### config.mk
export PLATFORM = sky130hd
export DESIGN_NAME = imem_dp_loadable
export DESIGN_NICKNAME = d
export VERILOG_FILES = /design/src/rtl/imem_dp_loadable.sv
export SDC_FILE = /design/constraint.sdc
export NUM_CORES = 2
export LEC_CHECK = 0
export CAP_MARGIN = 5
export CORE_MARGIN = 2
export CORE_UTILIZATION = 60
export DETAILED_ROUTE_END_ITERATION = 8
export PLACE_DENSITY = 0.75
export RECOVER_POWER = 50
export SETUP_SLACK_MARGIN = 0.15
export SLEW_MARGIN = 5
export SYNTH_ARGS = -nofsm -noshare
export SYNTH_HDL_FRONTEND = slang
export SYNTH_SLANG_ARGS = --single-unit
export TNS_END_PERCENT = 1
### constraint.sdc
create_clock -name clk -period 10.2 [get_ports clk]
set_clock_uncertainty 0.1 [all_clocks]
set_input_delay 2.04 -clock clk [delete_from_list [all_inputs] [get_ports clk]]
set_output_delay 2.04 -clock clk [all_outputs]
set_load 0.01 [all_outputs]
### src/rtl/imem_dp_loadable.sv
// ============================================================================
// imem_dp_loadable
//   Dual-read-port instruction memory with 1-cycle synchronous reads and a
//   run-time sequential program loader.  Port 0 feeds the fetch stage, port 1
//   serves prefetch/debug reads.  While the loader is busy (LOAD) or just
//   finishing (DONE), fetch requests are dropped rather than queued.
//
//   Optional feature macro: IMEM_PARITY_EN
//     defined   : each word carries an even-parity bit written with it; every
//                 accepted in-range read is checked and par_err pulses with the
//                 matching fN_valid (OR of both ports).
//     undefined : no parity storage, par_err is constant 0.
//
// Ports
//   clk, rst            clock, synchronous active-high reset
//   f_ready             fetch requests accepted (loader idle)
//   f0_req/f0_addr      port 0 read request / word address
//   f0_rdata/f0_valid   port 0 read data / 1-cycle valid per accepted request
//   f1_*                same as port 0, for port 1
//   ld_start            pulse: begin a program load at word 0
//   ld_valid/ld_data    program word to write this cycle
//   ld_last             final word of the program (qualified by ld_valid)
//   ld_busy             loader in LOAD
//   ld_done             1-cycle pulse when a load completes
//   par_err             parity error on a valid read
// ============================================================================
module imem_dp_loadable #(
    parameter int                    DATA_WIDTH = 32,
    parameter int                    ADDR_WIDTH = 6,
    parameter int                    DEPTH      = 64,
    parameter logic [DATA_WIDTH-1:0] OOR_WORD   = {DATA_WIDTH{1'b0}}
) (
    input  logic                  clk,
    input  logic                  rst,
    output logic                  f_ready,
    input  logic                  f0_req,
    input  logic [ADDR_WIDTH-1:0] f0_addr,
    output logic [DATA_WIDTH-1:0] f0_rdata,
    output logic                  f0_valid,
    input  logic                  f1_req,
    input  logic [ADDR_WIDTH-1:0] f1_addr,
    output logic [DATA_WIDTH-1:0] f1_rdata,
    output logic                  f1_valid,
    input  logic                  ld_start,
    input  logic                  ld_valid,
    input  logic [DATA_WIDTH-1:0] ld_data,
    input  logic                  ld_last,
    output logic                  ld_busy,
    output logic                  ld_done,
    output logic                  par_err
);

    // Index width covers DEPTH entries; addresses are range-checked against
    // DEPTH one bit wider than the port so the compare never degenerates when
    // DEPTH == 2**ADDR_WIDTH.
    localparam int                    IDX_W     = (DEPTH > 1) ? $clog2(DEPTH) : 1;
    localparam logic [ADDR_WIDTH:0]   DEPTH_EXT = (ADDR_WIDTH + 1)'(DEPTH);
    localparam logic [IDX_W-1:0]      LAST_IDX  = IDX_W'(DEPTH - 1);
    localparam logic [IDX_W-1:0]      PTR_ZERO  = {IDX_W{1'b0}};
    localparam logic [IDX_W-1:0]      PTR_ONE   = IDX_W'(1);

`ifdef IMEM_PARITY_EN
    localparam int MEM_W = DATA_WIDTH + 1;

    // Even parity: the stored bit makes the XOR over the whole entry zero.
    function automatic logic even_par(input logic [DATA_WIDTH-1:0] w);
        return ^w;
    endfunction

    function automatic logic [MEM_W-1:0] encode(input logic [DATA_WIDTH-1:0] w);
        return {even_par(w), w};
    endfunction

    function automatic logic par_bad(input logic [MEM_W-1:0] e);
        return ^e;
    endfunction
`else
    localparam int MEM_W = DATA_WIDTH;

    function automatic logic [MEM_W-1:0] encode(input logic [DATA_WIDTH-1:0] w);
        return w;
    endfunction
`endif

    localparam logic [MEM_W-1:0] INIT_ENTRY = encode(OOR_WORD);

    typedef enum logic [1:0] {
        ST_IDLE = 2'd0,
        ST_LOAD = 2'd1,
        ST_DONE = 2'd2
    } state_t;

    // Power-up contents are the NOP word; reset deliberately leaves them alone.
    logic [MEM_W-1:0] mem_r [DEPTH] = '{default: INIT_ENTRY};

    state_t           state_r;
    state_t           state_nxt_s;
    logic [IDX_W-1:0] ptr_r;
    logic [IDX_W-1:0] ptr_nxt_s;
    logic             wr_en_s;
    logic             wr_last_s;

    logic             acc0_s;
    logic             acc1_s;
    logic             in0_s;
    logic             in1_s;
    logic [MEM_W-1:0] ent0_s;
    logic [MEM_W-1:0] ent1_s;
    logic             perr_s;

    assign f_ready = (state_r == ST_IDLE);
    assign ld_busy = (state_r == ST_LOAD);
    assign ld_done = (state_r == ST_DONE);

    assign acc0_s  = f0_req && (state_r == ST_IDLE);
    assign acc1_s  = f1_req && (state_r == ST_IDLE);
    assign in0_s   = ({1'b0, f0_addr} < DEPTH_EXT);
    assign in1_s   = ({1'b0, f1_addr} < DEPTH_EXT);
    assign ent0_s  = mem_r[f0_addr[IDX_W-1:0]];
    assign ent1_s  = mem_r[f1_addr[IDX_W-1:0]];

`ifdef IMEM_PARITY_EN
    assign perr_s  = (acc0_s && in0_s && par_bad(ent0_s)) ||
                     (acc1_s && in1_s && par_bad(ent1_s));
`else
    assign perr_s  = 1'b0;
`endif

    // Loader next-state, write enable and write-pointer update.
    always_comb begin
        state_nxt_s = state_r;
        ptr_nxt_s   = ptr_r;
        wr_en_s     = 1'b0;
        wr_last_s   = 1'b0;
        case (state_r)
            ST_IDLE: begin
                if (ld_start) begin
                    state_nxt_s = ST_LOAD;
                    ptr_nxt_s   = PTR_ZERO;
                end else begin
                    state_nxt_s = ST_IDLE;
                end
            end
            ST_LOAD: begin
                if (ld_valid) begin
                    wr_en_s   = 1'b1;
                    // Filling the final slot ends the load even without ld_last.
                    wr_last_s = ld_last || (ptr_r == LAST_IDX);
                    if (ptr_r == LAST_IDX) begin
                        ptr_nxt_s = PTR_ZERO;
                    end else begin
                        ptr_nxt_s = ptr_r + PTR_ONE;
                    end
                    if (wr_last_s) begin
                        state_nxt_s = ST_DONE;
                    end else begin
                        state_nxt_s = ST_LOAD;
                    end
                end else begin
                    state_nxt_s = ST_LOAD;
                end
            end
            ST_DONE: begin
                state_nxt_s = ST_IDLE;
            end
            default: begin
                state_nxt_s = ST_IDLE;
                ptr_nxt_s   = PTR_ZERO;
            end
        endcase
    end

    // Loader state and write-pointer registers.
    always_ff @(posedge clk) begin
        if (rst) begin
            state_r <= ST_IDLE;
            ptr_r   <= PTR_ZERO;
        end else begin
            state_r <= state_nxt_s;
            ptr_r   <= ptr_nxt_s;
        end
    end

    // Memory write port; a write coinciding with reset is suppressed.
    always_ff @(posedge clk) begin
        if (wr_en_s && !rst) begin
            mem_r[ptr_r] <= encode(ld_data);
        end
    end

    // Registered read ports: valid pulses per accepted request, data holds otherwise.
    always_ff @(posedge clk) begin
        if (rst) begin
            f0_valid <= 1'b0;
            f1_valid <= 1'b0;
            f0_rdata <= {DATA_WIDTH{1'b0}};
            f1_rdata <= {DATA_WIDTH{1'b0}};
            par_err  <= 1'b0;
        end else begin
            f0_valid <= acc0_s;
            f1_valid <= acc1_s;
            if (acc0_s) begin
                f0_rdata <= in0_s ? ent0_s[DATA_WIDTH-1:0] : OOR_WORD;
            end
            if (acc1_s) begin
                f1_rdata <= in1_s ? ent1_s[DATA_WIDTH-1:0] : OOR_WORD;
            end
            par_err  <= perr_s;
        end
    end

endmodule

=== Yosys cells after proc, flatten, opt, wreduce, memory -nomap -nowiden ===
Memories as Yosys holds them, arrays and structs flattened. A register that Yosys moved wholly into a read port is not among the register bits.
Cells that the tools add are included.

* Add/subtract/negate cells: 1
* Equality and inequality tests: 5
* Multiplexer cells: 12
* Reductions and logical operators: 7
* Bitwise logic cells: 1

{| class="wikitable"
|+ Operators by type and width
! kind !! number
|-
| 6-bit two-way mux || 3
|-
| 6-bit case mux with 3 select lines || 1
|-
| 6-bit by 1-bit adder with 6-bit output (second input constant) || 1
|-
| 6-bit == test (second input constant) || 1
|-
| 1-bit two-way mux || 5
|-
| 2-bit two-way mux || 2
|-
| 2-bit case mux with 2 select lines || 1
|-
| 1-bit logical AND || 3
|-
| 3-bit AND reduction || 1
|-
| 2-bit by 1-bit == test with 1-bit output (second input constant) || 1
|-
| 2-bit == test (second input constant) || 1
|-
| 2-bit logical NOT || 1
|-
| 2-bit by 1-bit inequality test with 1-bit output (second input constant) || 1
|-
| 2-bit inequality test (second input constant) || 1
|-
| 1-bit logical NOT || 1
|-
| 1-bit logical OR || 1
|-
| 1-bit inverter || 1
|}

* Bits in writable memories: 2048
* Bits in registers: 10
* Memories: 1
* Output and inout port bits: 70

{| class="wikitable"
|+ Memory list
! name !! depth !! width !! rd ports !! clocked after Yosys merged registers in !! write ports !! line !! text
|-
| mem_r || 64 || 32 || 2 || 2 || 1 || 94 || <nowiki>logic [MEM_W-1:0] mem_r [DEPTH] = '{default: INIT_ENTRY};</nowiki>
|}

=== Longest topological paths before layout ===
* Depth in word-level cells: 5
* Depth in mapped cells: 11
* Depth with buffers taken out: 6

=== Worst setup path after synthesis ===
Ideal clock, no wire load.

* Path type: in2reg
* Start: input port rst
* End: memory mem_r[62][0] (netlist name) (enable)
* Setup time: 0.421 ns
* Slack: 5.250 ns
* Buffers on the path: 1
* Arrival: 4.429 ns
* Cell stages on the path: 5
* Path through: clkbuf_1 or3_1 nor2_1 nand3_1 nor2_1

* Cells in the longest elaborated chain, start to end: 4

{| class="wikitable"
|+ Ends and longest elaborated chain
! element !! line !! text
|-
| start: declaration || 34 || <nowiki>input logic rst,</nowiki>
|-
| 1-bit logical NOT || 186 || <nowiki>if (wr_en_s && !rst) begin</nowiki>
|-
| 1-bit logical AND || 186 ||
|-
| 1-bit two-way mux || 186 ||
|-
| 1-bit two-way mux (not written as such) || 187 || <nowiki>mem_r[ptr_r] <= encode(ld_data);</nowiki>
|-
| end: declaration || 94 ||
|}

No other way between the ends.

==> run_results.csv <==
group,metric,value,unit
pwr,leakage,34.4,nW
cts,cts_max_level,4,
timing,finalSetupViolCount,0,
floorplanning,ios,121,
pwr,switchingPower,4.40,mW
floorplanning,core,0.161,mm²
pwr,power.share.switching,23.1,%
timing,rsz0062_at_grt,"no",
critical_path,crit_family,"buffers and inverters",
critical_path,r2r_setup_slack,5.66,ns
global_routing,grt_pass1_vias,58000,
pwr,p_per_area,176,mW/mm²
detailed_routing,vias,59600,
detailed_routing,wl_per_cell,43.7,µm
detailed_routing,first_pass_iters,8,
cts,cts_root_buf,"clkbuf_16",
critical_path,crit_buf_inv,2,
cts,hold_buffers,0,
timing,period_needed,6.07,ns
critical_path,cp-start-kind,"input pin",
status,violations,"capacitance limit, slew limit",
timing,worst_pin_slew,3.68,ns
worst_hold_path,hold_start,"f1_rdata[7]",
logic_synthesis,seq_area_frac_synth,64.8,%
logic_synthesis,async_flop_share,0,%
placed_design,gp_congestion,0.941,
timing,finalCritPeriodShare,59.5,%
logic_synthesis,synthFlopType,"edfxtp_1",
cts,cts_resized,0,
timing,hold_slack,0.468,ns
timing,slew_headroom,-146,%
critical_path,cp.depth,7,
cts,clk_path_buf_depth,3,
pwr,clkPwrFrac,41.2,%
critical_path,cp-end-kind,"flop",
critical_path,worstSetupEndpoint,"f0_rdata[21]",
critical_path,worstPathRequired,10.90,ns
global_routing,gr-usage-met1,53.6,%
critical_path,cp_max_fo,14,
placed_design,io_buffer_count,119,
global_routing,grt.overflow.total,0,
floorplanning,initial_core_util,60.5,%
global_routing,gr-max-usage-layer,"met2",
critical_path,critical_path_class,"input pin to flop",
cts,cts_buffers,210,
logic_synthesis,synthMuxAreaShare,25.8,%
logic_synthesis,syn-cell-area,0.0972,mm²
pwr,p_int,14.6,mW
cts,clk_pin_slew,0.06,ns
logic_synthesis,yosysWarnings,0,
timing,setup_tns,0,ns
global_routing,grt.total_usage,40.6,%
global_routing,grt_pass1_wl,457000,µm
logic_synthesis,syn_nets,5138,
timing,hold_viol_final,0,
cts,cts_tree,"built",
detailed_routing,drc,0,
critical_path,path_cells,"dlygate4sd3_1 > nor4b_4 > clkbuf_1 > nand3_1 > o22ai_1 > a221oi_1 > nand2_1",
global_routing,grt_use_met2,57.3,%
pwr,seq_power_share,50.9,%
critical_path,rr_worst_depth,4,
cells_and_area,fillers,10300,
pwr,ir_worst_vdd,199,µV
global_routing,met3_usage,15.8,%
logic_synthesis,synth.avg_cell_area,19.1,µm²
logic_synthesis,synth_compound_area_share,4.98,%
critical_path,slowest_stage,"nand3_1",
detailed_routing,routed_wl,331000,µm
timing,fmax,165,MHz
critical_path,r2r-start,"ptr_r[3]",
pwr,comb_power_share,7.9,%
logic_synthesis,yosys.area_share.simple,2.24,%
detailed_routing,final_antenna_net_count,0,
logic_synthesis,synth_top_family_by_area,"multiplexers",
critical_path,cp_slowest_stage_delay,1.27,ns
status,status,"complete, but fails checks",
detailed_routing,via_per_inst,7.88,
cells_and_area,drive_gt1_share,29.2,%
flow_run,drv_cap,33,
logic_synthesis,synth_edf_count,2048,
critical_path,cp.arrival,6.76,ns
logic_synthesis,synth_seq_cells,2122,
floorplanning,fp.dieW,406,µm
logic_synthesis,yosys.area_share.adder,0.0129,%
placed_design,place_hpwl,197000,µm
floorplanning,die_h,406,µm
critical_path,worstReg2RegEnd,"mem_r[22][15]",
logic_synthesis,synthCells,5086,
logic_synthesis,ys_types,68,
cts,cts_setup_buffers,0,
cts,clock-sinks,2122,
detailed_routing,drtIter0Drc,11400,
cells_and_area,finalNetCount,5255,
floorplanning,rows,147,
cts,insertion_delay,0.87,ns
global_routing,grt_max_degree,115,
cells_and_area,area_growth_syn_to_layout,11.1,%
timing,drv_slew,2096,
logic_synthesis,yosys.area_share.xor_xnor,0,%
critical_path,worstSetupStartpoint,"rst",
global_routing,antenna_found_initial,31,
worst_hold_path,hold_class,"flop to flop",
floorplanning,die_area,0.165,mm²
[registers in the layout (all words and copies together) (netlist names)]
register and count:
f1_rdata 32, mem_r 2048, state_r 2, ptr_r 6, f1_valid 1, f0_valid 1
f0_rdata 32
[cell usage after synthesis, types with 61 or more instances]
library cell / number / area (µm²)
dfxtp_1: 74 / 1480
buf_4: 61 / 458
clkbuf_1: 155 / 582
o22ai_1: 130 / 813
nand2_1: 232 / 871
mux4_2: 906 / 20400
mux2i_1: 382 / 3820
a21oi_1: 105 / 526
o221ai_1: 85 / 744
edfxtp_1: 2048 / 61500
nor2_1: 144 / 541
mux2_2: 67 / 754
buf_2: 137 / 686
[worst min-delay path by stage]
stage	to	slack [ns]	cells past startpoint
floorplan	f1_rdata[22]	0.39	2
global placement	f1_rdata[7]	0.44	2
detailed placement	f1_rdata[10]	0.43	2
CTS	f1_rdata[10]	0.45	2
global route	f1_rdata[10]	0.47	2
finish	f1_rdata[7]	0.47	2
[worst reg2reg max path, cell delays in order (launching register included)]
cell,delay (ns)
dfxtp_1,0.44
inv_1,0.30
nand3_1,0.70
nor2_1,1.90
buf_4,0.65
[layout by cell type, fill, tap and decap left out, types with 30 or more instances in the layout]
cell,count
edfxtp_1,2048
nor2_4,63
mux2i_1,382
a221oi_1,56
a22oi_1,41
mux2_2,67
clkinv_1,41
nand2_1,229
clkbuf_1,80
clkinv_2,42
mux4_2,906
a2bb2oi_1,30
a31oi_1,46
nor2_1,79
nand3_1,34
o221ai_1,85
buf_4,141
o22ai_1,130
a21oi_1,103
dlygate4sd3_1,48
clkbuf_16,216
o21ai_0,42
dfxtp_1,74
[power groups by stage]
| stage | Clock (mW) | Sequential [mW] | Combinational, mW |
|---|---|---|---|
| floorplan | 0 | 9.79 | 0.861 |
| global placement | 0 | 9.83 | 1.46 |
| detailed placement | 0 | 9.83 | 1.47 |
| CTS | 7.81 | 9.65 | 1.48 |
| global route | 8.15 | 9.66 | 1.54 |
| finish | 7.83 | 9.67 | 1.51 |
[metal layers]
layer | vias to the layer above | routed length [µm]
met1 | 30400 | 106000
met2 | 5858 | 142000
met4 | 24 | 25900
met3 | 1220 | 56300
met5 | - | 169
li1 | 22100 | -
[per-stage QoR]
step	cell area, µm²	power [mW]	util (%)	instances	worst slack (ns)
2_1_floorplan	97200	10.6	-	5086	5.25
4_1_cts	108000	18.9	67.2	7551	4.80
5_1_grt	108000	19.4	67.1	7553	4.34
3_3_place_gp	101000	11.3	62.9	7150	3.91
3_5_place_dp	101000	11.3	62.9	7151	3.89
6_report	108000	19.0	67.1	7571	4.13
[final cells by class]
type | count | area, µm² | share of cell area, %
Antenna cell | 20 | 50.0 | 0.0464
Clock buffer | 279 | 5810 | 5.39
Clock inverter | 121 | 1120 | 1.04
Inverter | 18 | 78.8 | 0.0730
Multi-Input combinational cell | 2549 | 32700 | 30.3
Sequential cell | 2122 | 63000 | 58.4
Tap cell | 2160 | 2700 | 2.50
Timing Repair Buffer | 302 | 2530 | 2.35
[logic make-up (layout without fill, tap and decap cells)]
| group | Yosys count | after routing |
|---|---|---|
| flops | 2122 | 2122 |
| mux | 1362 | 1362 |
| compound gates | 685 | 685 |
| simple gates | 500 | 500 |
| buf+inv | 415 | 720 |
| fa+ha+maj | 1 | 1 |
| other cells | 1 | 21 |
(Power assumes the default switching activity.)
